==> config.mk <==
export PLATFORM = sky130hd
export DESIGN_NAME = instr_encoder_loader_flat
export DESIGN_NICKNAME = d
export VERILOG_FILES = /design/src/rtl/instr_encoder_loader_if.sv /design/src/rtl/instr_encoder_loader.sv /design/src/flat_wrapper.sv
export SDC_FILE = /design/constraint.sdc
export NUM_CORES = 1
export LEC_CHECK = 0
export CORE_MARGIN = 4
export CORE_UTILIZATION = 41
export CTS_BUF_LIST = sky130_fd_sc_hd__clkbuf_4 sky130_fd_sc_hd__clkbuf_8
export DETAILED_ROUTE_END_ITERATION = 12
export PLACE_DENSITY = 0.88
export SLEW_MARGIN = 25
export SYNTH_ARGS = -nofsm -noshare
export SYNTH_HDL_FRONTEND = slang
export SYNTH_SLANG_ARGS = --single-unit
==> constraint.sdc <==
create_clock -name clk -period 2.4 [get_ports clk]
set_input_delay 0.72 -clock clk [delete_from_list [all_inputs] [get_ports clk]]
set_output_delay 0.72 -clock clk [all_outputs]
set_load 0.02 [all_outputs]
==> src/rtl/instr_encoder_loader_if.sv <==
// Field-set stream into the loader plus the instruction-memory write port.
// master = producer/memory side, slave = the loader itself.
interface instr_encoder_loader_if #(
    parameter int ADDR_W = 12
);
    logic              in_valid;
    logic              in_ready;
    logic              in_last;
    logic [6:0]        opcode;
    logic [4:0]        rd;
    logic [4:0]        rs1;
    logic [4:0]        rs2;
    logic [2:0]        funct3;
    logic [6:0]        funct7;
    logic [31:0]       imm;

    logic              imem_we;
    logic              imem_ready;
    logic [ADDR_W-1:0] imem_addr;
    logic [31:0]       imem_wdata;

    modport master (
        output in_valid, in_last, opcode, rd, rs1, rs2, funct3, funct7, imm,
        input  in_ready,
        output imem_ready,
        input  imem_we, imem_addr, imem_wdata
    );

    modport slave (
        input  in_valid, in_last, opcode, rd, rs1, rs2, funct3, funct7, imm,
        output in_ready,
        input  imem_ready,
        output imem_we, imem_addr, imem_wdata
    );
endinterface

==> src/rtl/instr_encoder_loader.sv <==
// Packs RV32I field sets into instruction words and writes them to consecutive imem addresses.
// Latency 1 cycle accept->imem_we; 1-deep output register, in_ready drops while a write is stalled.
module instr_encoder_loader #(
    parameter int          ADDR_W   = 12,
    parameter logic [31:0] NOP_WORD = 32'h0000_0013
) (
    input  logic                 clk,
    input  logic                 rst_n,
    input  logic                 start,
    input  logic [ADDR_W-1:0]    base_addr,
    instr_encoder_loader_if.slave bus,
    output logic                 busy,
    output logic                 done,
    output logic                 err,
    output logic [7:0]           err_count,
    output logic [ADDR_W-1:0]    word_count
);

    typedef enum logic [1:0] {
        S_IDLE,
        S_RUN,
        S_DRAIN
    } state_t;

    state_t      state;
    logic [31:0] enc_word;
    logic        enc_ok;
    logic        imm12_ok;
    logic        imm13_ok;
    logic        imm21_ok;
    logic        accept;
    logic        wr_done;

    // Signed range checks: every bit above the field's sign bit must equal it.
    assign imm12_ok = (&bus.imm[31:11]) || !(|bus.imm[31:11]);
    assign imm13_ok = (&bus.imm[31:12]) || !(|bus.imm[31:12]);
    assign imm21_ok = (&bus.imm[31:20]) || !(|bus.imm[31:20]);

    always_comb begin
        enc_word = NOP_WORD;
        enc_ok   = 1'b0;
        case (bus.opcode)
            7'h03, 7'h13, 7'h1b, 7'h67: begin
                enc_ok   = imm12_ok;
                enc_word = {bus.imm[11:0], bus.rs1, bus.funct3, bus.rd, bus.opcode};
            end
            7'h23: begin
                enc_ok   = imm12_ok;
                enc_word = {bus.imm[11:5], bus.rs2, bus.rs1, bus.funct3, bus.imm[4:0], bus.opcode};
            end
            7'h33, 7'h3b: begin
                enc_ok   = 1'b1;
                enc_word = {bus.funct7, bus.rs2, bus.rs1, bus.funct3, bus.rd, bus.opcode};
            end
            7'h17, 7'h37: begin
                enc_ok   = (bus.imm[11:0] == 12'h000);
                enc_word = {bus.imm[31:12], bus.rd, bus.opcode};
            end
            7'h63: begin
                enc_ok   = imm13_ok && !bus.imm[0];
                enc_word = {bus.imm[12], bus.imm[10:5], bus.rs2, bus.rs1, bus.funct3,
                            bus.imm[4:1], bus.imm[11], bus.opcode};
            end
            7'h6f: begin
                enc_ok   = imm21_ok && !bus.imm[0];
                enc_word = {bus.imm[20], bus.imm[10:1], bus.imm[11], bus.imm[19:12],
                            bus.rd, bus.opcode};
            end
            default: ;
        endcase
        if (!enc_ok) begin
            enc_word = NOP_WORD;
        end
    end

    assign bus.in_ready = (state == S_RUN) && (!bus.imem_we || bus.imem_ready);
    assign accept       = bus.in_valid && bus.in_ready;
    assign wr_done      = bus.imem_we && bus.imem_ready;

    always_ff @(posedge clk or negedge rst_n) begin
        if (!rst_n) begin
            state          <= S_IDLE;
            bus.imem_we    <= 1'b0;
            bus.imem_addr  <= '0;
            bus.imem_wdata <= '0;
            busy           <= 1'b0;
            done           <= 1'b0;
            err            <= 1'b0;
            err_count      <= '0;
            word_count     <= '0;
        end else begin
            done <= 1'b0;
            case (state)
                S_IDLE: begin
                    if (start) begin
                        state         <= S_RUN;
                        busy          <= 1'b1;
                        bus.imem_addr <= base_addr & ~ADDR_W'(3);
                        err           <= 1'b0;
                        err_count     <= '0;
                        word_count    <= '0;
                    end
                end
                S_RUN, S_DRAIN: begin
                    if (wr_done) begin
                        bus.imem_we   <= 1'b0;
                        bus.imem_addr <= bus.imem_addr + ADDR_W'(4);
                        word_count    <= word_count + ADDR_W'(1);
                    end
                    // An accept in the same cycle as a completing write refills the register.
                    if (accept) begin
                        bus.imem_we    <= 1'b1;
                        bus.imem_wdata <= enc_word;
                        if (!enc_ok) begin
                            err <= 1'b1;
                            if (err_count != 8'hFF) begin
                                err_count <= err_count + 8'd1;
                            end
                        end
                        if (bus.in_last) begin
                            state <= S_DRAIN;
                        end
                    end
                    if ((state == S_DRAIN) && wr_done) begin
                        state <= S_IDLE;
                        busy  <= 1'b0;
                        done  <= 1'b1;
                    end
                end
                default: state <= S_IDLE;
            endcase
        end
    end

endmodule

==> src/flat_wrapper.sv <==
// flat-port wrapper written by rule: the top's interface ports become plain ports
module instr_encoder_loader_flat 
#(
    parameter int          ADDR_W   = 12,
    parameter logic [31:0] NOP_WORD = 32'h0000_0013
)
  (clk, rst_n, start, base_addr, busy, done, err, err_count, word_count, bus_in_valid, bus_in_last, bus_opcode, bus_rd, bus_rs1, bus_rs2, bus_funct3, bus_funct7, bus_imm, bus_in_ready, bus_imem_ready, bus_imem_we, bus_imem_addr, bus_imem_wdata);
  instr_encoder_loader_if #(.ADDR_W(ADDR_W)) bus_i ();
  input  logic clk;
  input  logic rst_n;
  input  logic start;
  input  logic [ADDR_W-1:0] base_addr;
  output logic busy;
  output logic done;
  output logic err;
  output logic [7:0] err_count;
  output logic [ADDR_W-1:0] word_count;
  input wire logic [$bits(bus_i.in_valid)-1:0] bus_in_valid;
  input wire logic [$bits(bus_i.in_last)-1:0] bus_in_last;
  input wire logic [$bits(bus_i.opcode)-1:0] bus_opcode;
  input wire logic [$bits(bus_i.rd)-1:0] bus_rd;
  input wire logic [$bits(bus_i.rs1)-1:0] bus_rs1;
  input wire logic [$bits(bus_i.rs2)-1:0] bus_rs2;
  input wire logic [$bits(bus_i.funct3)-1:0] bus_funct3;
  input wire logic [$bits(bus_i.funct7)-1:0] bus_funct7;
  input wire logic [$bits(bus_i.imm)-1:0] bus_imm;
  output wire logic [$bits(bus_i.in_ready)-1:0] bus_in_ready;
  input wire logic [$bits(bus_i.imem_ready)-1:0] bus_imem_ready;
  output wire logic [$bits(bus_i.imem_we)-1:0] bus_imem_we;
  output wire logic [$bits(bus_i.imem_addr)-1:0] bus_imem_addr;
  output wire logic [$bits(bus_i.imem_wdata)-1:0] bus_imem_wdata;
  assign bus_i.in_valid = bus_in_valid;
  assign bus_i.in_last = bus_in_last;
  assign bus_i.opcode = bus_opcode;
  assign bus_i.rd = bus_rd;
  assign bus_i.rs1 = bus_rs1;
  assign bus_i.rs2 = bus_rs2;
  assign bus_i.funct3 = bus_funct3;
  assign bus_i.funct7 = bus_funct7;
  assign bus_i.imm = bus_imm;
  assign bus_in_ready = bus_i.in_ready;
  assign bus_i.imem_ready = bus_imem_ready;
  assign bus_imem_we = bus_i.imem_we;
  assign bus_imem_addr = bus_i.imem_addr;
  assign bus_imem_wdata = bus_i.imem_wdata;
  instr_encoder_loader #(.ADDR_W(ADDR_W), .NOP_WORD(NOP_WORD)) u_core (.clk(clk), .rst_n(rst_n), .start(start), .base_addr(base_addr), .bus(bus_i), .busy(busy), .done(done), .err(err), .err_count(err_count), .word_count(word_count));
endmodule
# --- Yosys cells after proc, flatten, opt, wreduce, memory -nomap -nowiden ---
# Cells that the tools add are included.
word_totals:
  input_bits: 82
  ff_bits: 70
  output_inout_bits: 69
  wordCells: 101
classes:
  mux: 30
  reduce_logical: 37
  n_eq_ne: 22
  n_addsub: 3
ops:
  columns: ["op", "n"]
  rows:
  - ["$pmux 32 s6", 1]
  - ["$mux 12", 4]
  - ["$pmux 12 s2", 2]
  - ["$mux 32", 1]
  - ["$mux 8", 4]
  - ["$eq 7x6->1 const B", 4]
  - ["$eq 7x5->1 const B", 3]
  - ["$eq 7x7->1 const B", 3]
  - ["$reduce_and 21->1", 1]
  - ["$reduce_or 21->1", 1]
  - ["$reduce_and 20->1", 1]
  - ["$reduce_or 20->1", 1]
  - ["$pmux 8 s2", 1]
  - ["$add 12x1->12 const B", 1]
  - ["$add 12x3->12 const B", 1]
  - ["$logic_not 12->1", 1]
  - ["$reduce_and 12->1", 1]
  - ["$reduce_or 12->1", 1]
  - ["$mux 1", 9]
  - ["$reduce_and 3->1", 3]
  - ["$add 8x1->8 const B", 1]
  - ["$mux 2", 4]
  - ["$ne 2x1->1 const B", 4]
  - ["$ne 8x8->1 const B", 1]
  - ["20 further kinds", 38]

# --- Depth between registers and ports, before layout ---
depth:
  ltp_word: 8
  depth_mapped: 11
  ltp_nobuf: 9

# --- Worst setup path before layout ---
# No wires, ideal clock.
synth_timing:
  path_kind: "in2reg"
  start: "in bus_opcode[6]"
  end: "reg u_core.bus.imem_wdata[10]"
  arrival_time_ps: 2290
  stages: 9
  setup_time_ps: 124
  path_buffers: 3
  t_required_ps: 2276
  setup_slack_ps: -14
  path_cell_list: "buf_4 -> and3b_2 -> and3_4 -> or2_1 -> buf_2 -> or3_1 -> buf_2 -> a22oi_1 -> o21ai_1"
synth_via:
  elab_chain_cells: 4
  elab_cells_between_ends: 18
  cone_classes: "11 x eq/ne; 3 x mux; 4 x reduce/logical"
synth_rtl:
  columns: ["item", "line_no", "text"]
  rows:
  - ["start: declaration", "flat_wrapper.sv:20", "input wire logic [$bits(bus_i.opcode)-1:0] bus_opcode;"]
  - ["$eq 7x2->1, or another cell as far along", "instr_encoder_loader.sv:42", "case (bus.opcode)"]
  - ["$reduce_or 5->1 (no source line), or another cell as far along", null, null]
  - ["$pmux 1 s5 or $pmux 32 s6 (tied branches)", "instr_encoder_loader.sv:42", null]
  - ["$mux 32 *", "instr_encoder_loader.sv:71", "if (!enc_ok) begin"]
  - ["end signal: assignment", "instr_encoder_loader.sv:113", "bus.imem_wdata <= enc_word;"]
  - ["end: declaration", "instr_encoder_loader_if.sv:33", "output imem_we, imem_addr, imem_wdata"]
# Every way passes the cells marked *; elsewhere a longest branch is shown, timed or not.
# A chain may end at the register's enable or synchronous reset.

# --- Worst setup path after layout ---
layout_timing:
  start: "in bus_imm[8]"
  end: "reg u_core.err_count[5]"
layout_via:
  elab_chain_cells: 4
layout_rtl:
  columns: ["item", "line_no", "text"]
  rows:
  - ["start: declaration", "flat_wrapper.sv:26", "input wire logic [$bits(bus_i.imm)-1:0] bus_imm;"]
  - ["$logic_not 12->1", "instr_encoder_loader.sv:56", "enc_ok = (bus.imm[11:0] == 12'h000);"]
  - ["$pmux 1 s5", "instr_encoder_loader.sv:42", null]
  - ["$ne 2x2->1 (no source line)", null, null]
  - ["$reduce_and 5->1 (no source line)", null, null]
  - ["end signal: assignment", "instr_encoder_loader.sv:117", "err_count <= err_count + 8'd1;"]
  - ["end: declaration", "instr_encoder_loader.sv:15", "output logic [7:0] err_count,"]
# Every way passes these cells.

==> impl_results.md <==
* Status: complete, no violations
* Cell Chain, Critical Path: clkdlybuf4s50_1 > nor4_1 > and3_2 > a211oi_4 > nand3_2 > a21oi_4 > or4b_4 > nand3_2
* Total track usage at 0.225
* Yosys top cell by area: dfrtp_1
* First-pass GRT wire length at 20.5 mm
* Maximum VDD drop at approximately 0.46 mV
* Vias in the first global route at between 4000 and 5000
* Crit Path Max Fanout at 4
* Min-Delay Path Class: primary input to async pin
* Design Area, Final at between 6000 and 7000 um^2
* Worst Path Arrival at ~2700 ps
* Worst stage delay on the critical path at roughly 510 ps
* Synth Area in Compound Gates at 0.208
* DIE WIDTH at around 110 um
* Syn avg cell area at 9.30 um^2
* CTS tree: built
* Least-Margin Pin Slew at 574 ps
* P per Cell Area at 761 nW/um^2
* Largest net degree at the start of global routing at 45
* Crit path required time at 2670 ps
* Drc violations at 0
* Layout Utilization at 0.677
* N_diodes at 0
* Post-Synth Simple-Gate Area at 0.228
* Mapped Area at approximately 4000 um^2
* Endpoints failing setup at 0
* Number of synthesized flops with an enable pin at 0
* Area of the core at 9280 um^2
* H-Tree Depth at 3
* Setup TNS at 0 ps
* Max Transition Viols Final at 0
* Hpwl dp at 9.82 mm
* DR iter-0 viols at around 270
* Die area at 11200 um^2
* WL/cell at between 15 and 20 um
* Commonest cells in the netlist: dfrtp_1 (68), nand2_1 (58), o21ai_0 (31)
* Most used cell, CP: nand3_2
* Nets at 713
* Grt ovf at 0
* Initial antenna violation count at 0
* TritonCTS Buffers at 9
* Most common cell in the netlist: dfrtp_1
* Clk pin slew, worst setup/hold paths at 70 ps
* Worst R2R Start: u_core.state[0]$_DFFE_PN0P_
* Adder-cell area share of the yosys netlist at 0.0254
* Placement Rows at 35
* Yosys top cell area share at 0.432
* Fmax at ~420 MHz
* Via density at 5.61
* Top FF cell, synth: dfrtp_1
* Critical path's top delay family: simple AND/OR/NAND/NOR gates
* Clk Latency, worst-skew pair at between 300 and 400 ps
* Tmin final at roughly 2400 ps
* Worst Skew at 7.42 ps
* P_leak at 2.81 nW
* Crit path max-delay cell type: clkdlybuf4s50_1
* Relative slew slack at 0.617
* Multiplexer share of the synthesized area at 0.0184
* Number of max-cap violations at 0
* Worst setup margin at about 2.8 ps
* Async S/R FF share, synth at 1.00
* Crit path launch: bus_imm[8]
* Share of layout cells above drive strength 1 at 0.210
* Seq cells post-synth at 68
* Die height at 106 um
* Post-Route WL at 13.1 mm
* Yosys warns at 0
* Place WS at -516 ps
* Sequential share of the synthesized area at 0.432
* Fin. Hold Viols at 0
* Initial Util at 0.425
* Fin crit share at 0.999
* Routability cong. at 0.900
* Post-DRT Antenna Nets at 0
* Post-DP Area at 5900 um^2
* Cells after Synth at 424
* Area growth from synthesis to layout at 59.5%
* Sink Count at 68
* Worst path buffer plus inverter count at 1
* Final non-filler cell total at 757
* Synth cell types at 66
* Xor and xnor area share after synthesis at 0.0422
* Worst Setup End Kind: register
* Drt pass-1 iters at 5
* Io pins at 151
* Post-CTS Hold Fix Bufs at 0
* Clock tree buffer depth at 2
* Dominant cells by area after synthesis: dfrtp_1 (43%), nand2_1 (5.5%), o21ai_0 (3.9%), xor2_1 (3.3%), a21oi_1 (2.9%)
* Largest family of logic cells by synthesized area: simple AND/OR/NAND/NOR gates
* IO buf count at 146
* DP Cell Count at ~740
* Startpoint Class: primary input
* Critical path class: primary input to register
* Root Driver: clkbuf_8
* Fill cells at 697
* Vias post-DR at 4248
==> cells in the final DEF, fill, tap and decap left out, types with 7 or more instances in the layout <==
cell type / count
clkdlybuf4s50_1: 120
dfrtp_1: 68
buf_4: 63
nand2_1: 56
nor2_1: 24
a21oi_1: 20
o21ai_0: 19
dlymetal6s2s_1: 19
o21ai_1: 18
xor2_1: 15
a22oi_1: 13
nand4_1: 12
a222oi_1: 11
clkbuf_8: 11
nand3_1: 10
and3_1: 9
o22ai_1: 9
ha_1: 8
inv_1: 7
or2_2: 7
==> registers in the layout, indices dropped and copies added (netlist names) <==
signal / count
u_core.bus.imem_we: 1
u_core.bus.imem_wdata: 32
u_core.err: 1
u_core.busy: 1
u_core.bus.imem_addr: 10
u_core.state: 2
u_core.done: 1
u_core.word_count: 12
u_core.err_count: 8
==> worst register-to-register path, delay by kind of cell, from the launching register on <==
family | cells | cell delay (ps)
xor+xnor | 1 | 170
fa+ha+maj | 1 | 330
buf+inv | 2 | 390
flops | 1 | 380
simple gates | 5 | 880
==> routing by layer <==
metal	GRT usage	part of all wire
met3	0.0656	0.096
met5	0	0
met4	0.0842	0.030
met1	0.266	0.37
met2	0.388	0.50
==> worst paths after layout <==
kind	endpoint	slack, ps	cells after the start
hold reg to reg	u_core.bus.imem_wdata[1]$_DFFE_PN0P_	470	1
min in group clk	u_core.bus.imem_wdata[1]$_DFFE_PN0P_	470	1
max in group asynchronous	u_core.bus.imem_wdata[7]$_DFFE_PN0P_	1390	2
hold / removal	u_core.word_count[7]$_DFFE_PN0P_	370	1
setup reg to reg	u_core.word_count[7]$_DFFE_PN0P_	160	9
setup / recovery	u_core.err_count[5]$_DFFE_PN0P_	3	8
==> power breakdown <==
| part | internal (mW) | switching (mW) |
|---|---|---|
| clock network | 0.545 | 0.429 |
| logic | 1.02 | 1.23 |
| registers | 1.34 | 0.216 |
==> cells by family (layout without fill, tap and decap cells) <==
family,after synthesis,after routing
AOI/OAI and AO/OA,122,122
and+or+nand+nor,166,166
buffers and inverters,33,236
muxes,7,7
DFF,68,68
xor gates and xnor gates,19,19
adders and majority gates,8,8
other,1,2
==> final cells by class <==
| class | count | area, um^2 | area share |
|---|---|---|---|
| Multi-Input combinational cell | 324 | 2160 | 0.344 |
| Tap cell | 129 | 161 | 0.0257 |
| Inverter | 7 | 26.3 | 0.00418 |
| Clock buffer | 12 | 159 | 0.0253 |
| Sequential cell | 68 | 1700 | 0.271 |
| Clock inverter | 4 | 47.5 | 0.00756 |
| Timing Repair Buffer | 213 | 2030 | 0.322 |
==> per-stage QoR <==
| step | hold WS, ps | total power [mW] |
|---|---|---|
| 2_1_floorplan | 424 | 2.76 |
| 3_3_place_gp | 450 | 3.67 |
| 3_5_place_dp | 455 | 3.78 |
| 4_1_cts | 374 | 4.76 |
| 5_1_grt | 373 | 5.09 |
| 6_report | 370 | 4.78 |
==> repair_timing <==
item	CTS	global route
setup endpoints to repair	40	48
cloned	0	0
hold endpoints to repair	0	0
resized for setup	26	44
pin swaps	3	17
buffers inserted	1	2
Note: power is estimated with default switching activity, not from simulation.
